<file path="config.mk">
export PLATFORM = sky130hd
export DESIGN_NAME = perf_capture
export DESIGN_NICKNAME = d
export VERILOG_FILES = /design/src/rtl/perf_capture.sv
export SDC_FILE = /design/constraint.sdc
export NUM_CORES = 1
export LEC_CHECK = 0
export BUFFER_PORTS_ARGS = -buffer_cell sky130_fd_sc_hd__buf_2
export CAP_MARGIN = 5
export CORE_ASPECT_RATIO = 0.9
export CORE_MARGIN = 2
export CORE_UTILIZATION = 34
export CTS_CLUSTER_SIZE = 24
export DETAILED_ROUTE_END_ITERATION = 8
export REMOVE_ABC_BUFFERS = 1
export SYNTH_ARGS = -nofsm -noshare
export SYNTH_HDL_FRONTEND = slang
export SYNTH_SLANG_ARGS = --single-unit
</file>
<file path="constraint.sdc">
create_clock -name clk -period 9.5 [get_ports clk]
set_clock_uncertainty 0.15 [all_clocks]
set_input_delay 2.375 -clock clk [delete_from_list [all_inputs] [get_ports clk]]
set_output_delay 2.375 -clock clk [all_outputs]
set_load 0.05 [all_outputs]
</file>
<file path="src/rtl/perf_capture.sv">
// perf_capture: measures accelerator run latency from an upstream free-running
// cycle counter, queues each result in a small FIFO and keeps run/drop counts.
// Optional feature: define PERF_MINMAX_EN to track min/max latency statistics;
// without it min_lat and max_lat are tied to zero.
module perf_capture #(
  parameter int DEPTH = 8,
  parameter int LAT_W = 32
) (
  input  logic             clk,
  input  logic             rst,
  input  logic [63:0]      counter,
  input  logic             run_start,
  input  logic             run_done,
  input  logic             clear,
  output logic             cnt_en,
  output logic             busy,
  output logic             res_valid,
  input  logic             res_ready,
  output logic [LAT_W-1:0] res_data,
  output logic [15:0]      run_count,
  output logic [7:0]       drop_count,
  output logic [LAT_W-1:0] min_lat,
  output logic [LAT_W-1:0] max_lat
);

  localparam int AW = $clog2(DEPTH);

  typedef enum logic {IDLE, RUN} state_t;

  state_t           state;
  state_t           state_nxt;
  logic [63:0]      ts_reg;
  logic [63:0]      delta;
  logic [LAT_W-1:0] lat;
  logic             complete;
  logic             pop;
  logic             push_ok;
  logic             drop;
  logic             full;
  logic             empty;
  logic [AW:0]      wr_ptr;
  logic [AW:0]      rd_ptr;
  logic [LAT_W-1:0] mem [DEPTH];

  // The upstream counter runs whenever this block is out of reset.
  assign cnt_en = ~rst;
  assign busy   = (state == RUN);

  // A run completes on run_done while running; clear overrides everything.
  assign complete = (state == RUN) && run_done && !clear;

  // Modulo-2^64 subtraction keeps the delta correct across counter wrap.
  assign delta = counter - ts_reg;

  // Latencies that do not fit in LAT_W bits saturate to all-ones.
  generate
    if (LAT_W == 64) begin : g_full
      assign lat = delta;
    end else begin : g_sat
      assign lat = (|delta[63:LAT_W]) ? '1 : delta[LAT_W-1:0];
    end
  endgenerate

  // FIFO status: the extra pointer bit separates full from empty.
  assign empty     = (wr_ptr == rd_ptr);
  assign full      = (wr_ptr[AW] != rd_ptr[AW]) && (wr_ptr[AW-1:0] == rd_ptr[AW-1:0]);
  assign res_valid = !empty;
  assign pop       = res_valid && res_ready;
  assign push_ok   = complete && (!full || pop);
  assign drop      = complete && full && !pop;
  assign res_data  = empty ? '0 : mem[rd_ptr[AW-1:0]];

  // Next-state logic: run_start always (re)enters RUN, a lone run_done leaves it.
  always_comb begin
    state_nxt = state;
    case (state)
      IDLE:    if (run_start) state_nxt = RUN;
      RUN:     if (run_done && !run_start) state_nxt = IDLE;
      default: state_nxt = IDLE;
    endcase
    if (clear) state_nxt = IDLE;
  end

  // State register and run start timestamp.
  always_ff @(posedge clk or posedge rst) begin
    if (rst) begin
      state  <= IDLE;
      ts_reg <= '0;
    end else begin
      state <= state_nxt;
      if (clear) ts_reg <= '0;
      else if (run_start) ts_reg <= counter;
    end
  end

  // FIFO pointers; a push into a full FIFO is allowed only alongside a pop.
  always_ff @(posedge clk or posedge rst) begin
    if (rst) begin
      wr_ptr <= '0;
      rd_ptr <= '0;
    end else if (clear) begin
      wr_ptr <= '0;
      rd_ptr <= '0;
    end else begin
      if (push_ok) wr_ptr <= wr_ptr + 1'b1;
      if (pop)     rd_ptr <= rd_ptr + 1'b1;
    end
  end

  // FIFO storage needs no reset; empty entries are masked at the output.
  always_ff @(posedge clk) begin
    if (push_ok) mem[wr_ptr[AW-1:0]] <= lat;
  end

  // Completed-run counter wraps, drop counter saturates.
  always_ff @(posedge clk or posedge rst) begin
    if (rst) begin
      run_count  <= '0;
      drop_count <= '0;
    end else if (clear) begin
      run_count  <= '0;
      drop_count <= '0;
    end else begin
      if (complete) run_count <= run_count + 16'd1;
      if (drop && drop_count != 8'hFF) drop_count <= drop_count + 8'd1;
    end
  end

`ifdef PERF_MINMAX_EN
  // Min/max track every completion, including results that were dropped.
  always_ff @(posedge clk or posedge rst) begin
    if (rst) begin
      min_lat <= '1;
      max_lat <= '0;
    end else if (clear) begin
      min_lat <= '1;
      max_lat <= '0;
    end else if (complete) begin
      if (lat < min_lat) min_lat <= lat;
      if (lat > max_lat) max_lat <= lat;
    end
  end
`else
  assign min_lat = '0;
  assign max_lat = '0;
`endif

endmodule

</file>
# Word-level counts from Yosys, hierarchy flattened
# Memory sizes are Yosys's and may differ from the RTL's.
# Index checks and enable logic that the tools add are counted.
# totals
register_bits	97
ramBits	256
in_bits	70
output_inout_bits	123
word_cells	57
memories	1
# op_classes
add_sub_neg	5
n_eq_ne	4
muxes	18
n_bitwise	2
n_reduce_logical	21
# memory_table
name	depth	width	read_ports	rd_clocked_by_memory_dff	wr	line	source
mem	8	32	1	0	1	43	logic [LAT_W-1:0] mem [DEPTH];
# op_table
op	count
two-way mux 64 bit	2
two-way mux 32 bit	2
subtractor 64 bit	1
two-way mux 16 bit	2
OR reduction 32 bit	1
adder 16 x 1 -> 16 bit, second input constant	1
two-way mux 4 bit	4
two-way mux 8 bit	2
nonzero test 2 bit	5
logical AND 1 bit	9
adder 4 x 1 -> 4 bit, second input constant	2
adder 8 x 1 -> 8 bit, second input constant	1
!= test 8 bit, second input constant	1
logical NOT 1 bit	5
two-way mux 1 bit	5
== test 4 bit	1
== test 3 bit	1
NOT 1 bit	2
case mux 1 bit (2 select lines)	1
logical OR 1 bit	1
!= test 1 bit	1

# Logic depth before layout (Yosys ltp)
# logic_depth
depth_word	8
mapped_depth	14
depth_no_buf	13

# Worst setup path before layout
# No wires, ideal clock.
# synth_path
kind	input to output
from	in rst
to	out cnt_en
arrival_time_ns	4.656
t_required_ns	6.975
slack_ns	2.319
path_stages	1
n_path_buf	0
path_cell_list	inv_1
# synth_via
elab_chain_len	1
# synth_rtl
element	line	source
from (decl)	10	input logic rst,
NOT 1 bit	46	assign cnt_en = ~rst;
to (decl)	15	output logic cnt_en,
# No other way between the ends.

# Worst setup path after layout
# layout_path
from	in counter[0]
to	mem mem[2][30], data pin
# layout_via
elab_chain_len	3
# layout_rtl
element	line	source
from (decl)	11	input logic [63:0] counter,
subtractor 64 bit (*)	53	assign delta = counter - ts_reg;
OR reduction 32 bit	60	assign lat = (|delta[63:LAT_W]) ? '1 : delta[LAT_W-1:0];
two-way mux 32 bit (*)	60	
net lat[30]	34	logic [LAT_W-1:0] lat;
to (decl)	43	
# The timed path passes the listed nets; every way through them passes the cells marked *.

==> reports/results.txt <==
status - completed
Synth top cells by count - edfxtp_1 (256), nor2_1 (230), a21oi_1 (111)
Seq/Total Area, Yosys - 51.4%
Hold Startpoint - wr_ptr[3]$_DFFE_PP0P_
Final Hold Fails - 0
largest family of logic cells by synthesized area - multiplexers
Post-synth ARST share - 27.5%
Max VDD drop - 0.000198 V
FF-to-FF End - mem[2][30]$_DFFE_PP_
Final setup viols - 0
DRC - 0
Max Cap Violations - 0
met1 usage - 25.0%
TritonCTS clock tree - done
layout cell share with drive strength beyond 1 - 16.7%
EDFF count, synth - 256
Post-Synth Adder-Cell Area - 4.36%
gr usage total - 17.8%
postcts setup bufs - 0
multiplexer share of the synthesized area - 12.5%
Slowest cell on crit path - o21bai_4
Layout area overhead - 13.1%
Clk Latency, worst-skew pair - 600 ps
Cell variety after synth - 80
met2 Use GR - 28.7%
Reg clk slew, reported paths - 60 ps
Hold Path Class - reg -> reg
drt initial violations - 1192
Die Y-Extent - 232 um
Req. time, crit path - 9510 ps
Min-Delay Endpoint - wr_ptr[3]$_DFFE_PP0P_
Critical Path Max Stage Delay - 830 ps
# clock sinks - 353
drt total wl - 53.7 mm
first-pass GRT wire length - 82.3 mm
YS warnings - 0
chip width - 258 um
hold_buf cts - 0
CP Buf/Inv Count - 2
WS Path Type - in -> reg
Rows - 83
Post-Syn Instances - 1732
power per cell area - 183 nW/um^2
Post-Synthesis Cell Area - 19700 um^2
simple-gate portion of the synthesized area - 12.4%
Slew HR - 28.1%
Detailed Routing Iterations Pass 1 - 7
crit path DAT - 6730 ps
r2r setup slk - 4340 ps
Placed Instances - 2543
TritonCTS Buffers - 42
met3 Use GR - 3.10%
largest net degree at the start of global routing - 68
maximum fanout along the worst path - 32
unrepaired setup endpoints after global routing - false
fin nets - 1960
post-route ant nets - 0
Worst R2R Start - ts_reg[0]$_DFFE_PP0P_
cts repair resizes - 0
top_reg_cell synth - edfxtp_1
routed vias/inst - 5.29
Final HPWL DP - 37.1 mm
vias in the first global route - 13700
# H-tree levels - 2
count leader, synth - edfxtp_1
Longest Clk Path Bufs - 3
XOR/XNOR share of the synthesized area - 3.16%
diodes inserted - 0
CTS root buffer - clkbuf_16
worst-path cell chain - buf_2, inv_1, ha_1, fa_1, nand2b_1, a21oi_1, o21ai_0, a21oi_1, a211oi_1, a21boi_1, o21ai_0, o41a_1, o21bai_4, nand4_1
Wirelength per Cell - 20.5 um
GRT overflow - 0
Leakage - 8.95 nW
Max Freq - 149 MHz
Starting Density - 34.4%
max reg flops - 256
top-area cell type share of the netlist area - 39.1%
fin. max-slew vios - 0
die area - 59800 um^2
final worst path period need - 6720 ps
TNS Setup - 0 ps
crit share post-route - 70.8%
Crit. End Element - flip-flop
initial antenna violation count - 0
core area - 57100 um^2
via count - 13900
crit path launch type - input pin
Most Crowded Layer GR - met2
non-filler instance count after layout - 2621
Ports - 193
synth top area cells - edfxtp_1 (39%), dfrtp_1 (12%), mux4_2 (7.3%)
Synth Register Bits - 353
cell family with most CP delay - compound AO/OA/AOI/OAI gates
worst hold stages - 1
cells on worst reg2reg path - 12
Worst path depth - 14
port bufs - 128
area leader, netlist - edfxtp_1
routability cong. - 0.917
Worst-Margin Slew - 1080 ps
Avg Cell Area, Syn - 11.4 um^2
Synth Area in Compound Gates - 9.98%
## per-layer routing
layer	up-vias	share of wire (%)
met5	-	0
li1	6460	-
met4	0	2.1
met1	6854	44
met2	466	47
met3	81	6.6
## how the worst max path moves through the flow
stage / slack [ps] / startpoint / end
global route: 2330 / counter[0] / mem[6][1]$_DFFE_PP_
detailed placement: 2140 / counter[0] / mem[1][30]$_DFFE_PP_
global placement: 2260 / counter[0] / mem[4][0]$_DFFE_PP_
CTS: 2740 / counter[0] / mem[7][10]$_DFFE_PP_
finish: 2780 / counter[0] / mem[2][30]$_DFFE_PP_
floorplan: 2290 / rd_ptr[0]$_DFFE_PP0P_ / res_valid
## metrics by stage
step	hold WS (ps)	area (um^2)	worst slack (ps)	utilization [%]	power, W
after floorplan	321	19000	2290	-	0.00221
after global placement	342	20800	2260	36.5	0.00244
after detailed placement	357	20800	2140	36.5	0.00244
after CTS	366	22300	2740	39.0	0.00411
after global routing	385	22300	2330	39.0	0.00424
final	362	22300	2780	39.0	0.00407
## cells by family (layout without fill, tap and decap cells)
logic type                 Yosys count  count (layout)
other                                1              64
xor gates and xnor gates            71              71
AOI/OAI and AO/OA                  305             305
buffers and inverters              244             305
DFF                                353             353
and+or+nand+nor                    524             524
muxes                              166             166
adders and majority gates           68              68
## where the power goes
group	switching [W]	internal, W	total [W]
registers	0.0000187	0.00166	0.00168
logic	0.000513	0.000222	0.000734
clock network	0.000680	0.000976	0.00166
## final cells by class
class,count,area (um^2)
Fill cell,5631,34900
Timing Repair Buffer,147,788
Sequential cell,353,10100
Clock buffer,51,1090
Inverter,80,303
Clock inverter,27,344
Tap cell,765,957
Multi-Input combinational cell,1198,8650
## cells in the final DEF (no fill, tap or decap), types with 5 or more instances in the layout
cell type / n
o2111ai_1: 5
clkinv_2: 6
nand2b_1: 8
dfrtp_1: 94
clkinvlp_4: 8
nor3_1: 21
or4_1: 5
mux2i_1: 101
nand2_1: 103
o21a_1: 12
a211oi_1: 8
o211ai_1: 11
edfxtp_1: 256
nor2_1: 229
clkbuf_16: 42
inv_1: 79
o21bai_1: 8
nand4_1: 76
buf_2: 126
nor4_1: 7
buf_4: 21
xor2_1: 36
o31ai_1: 5
o21ai_1: 21
mux4_2: 64
a21o_1: 18
and2_1: 5
a21oi_1: 110
bufinv_16: 5
nor2b_1: 5
o21ai_0: 50
xnor2_1: 35
and3_1: 12
or3_1: 10
nand3_1: 21
clkbuf_1: 8
conb_1: 64
ha_1: 67
Note: power is estimated with default switching activity, not from simulation.
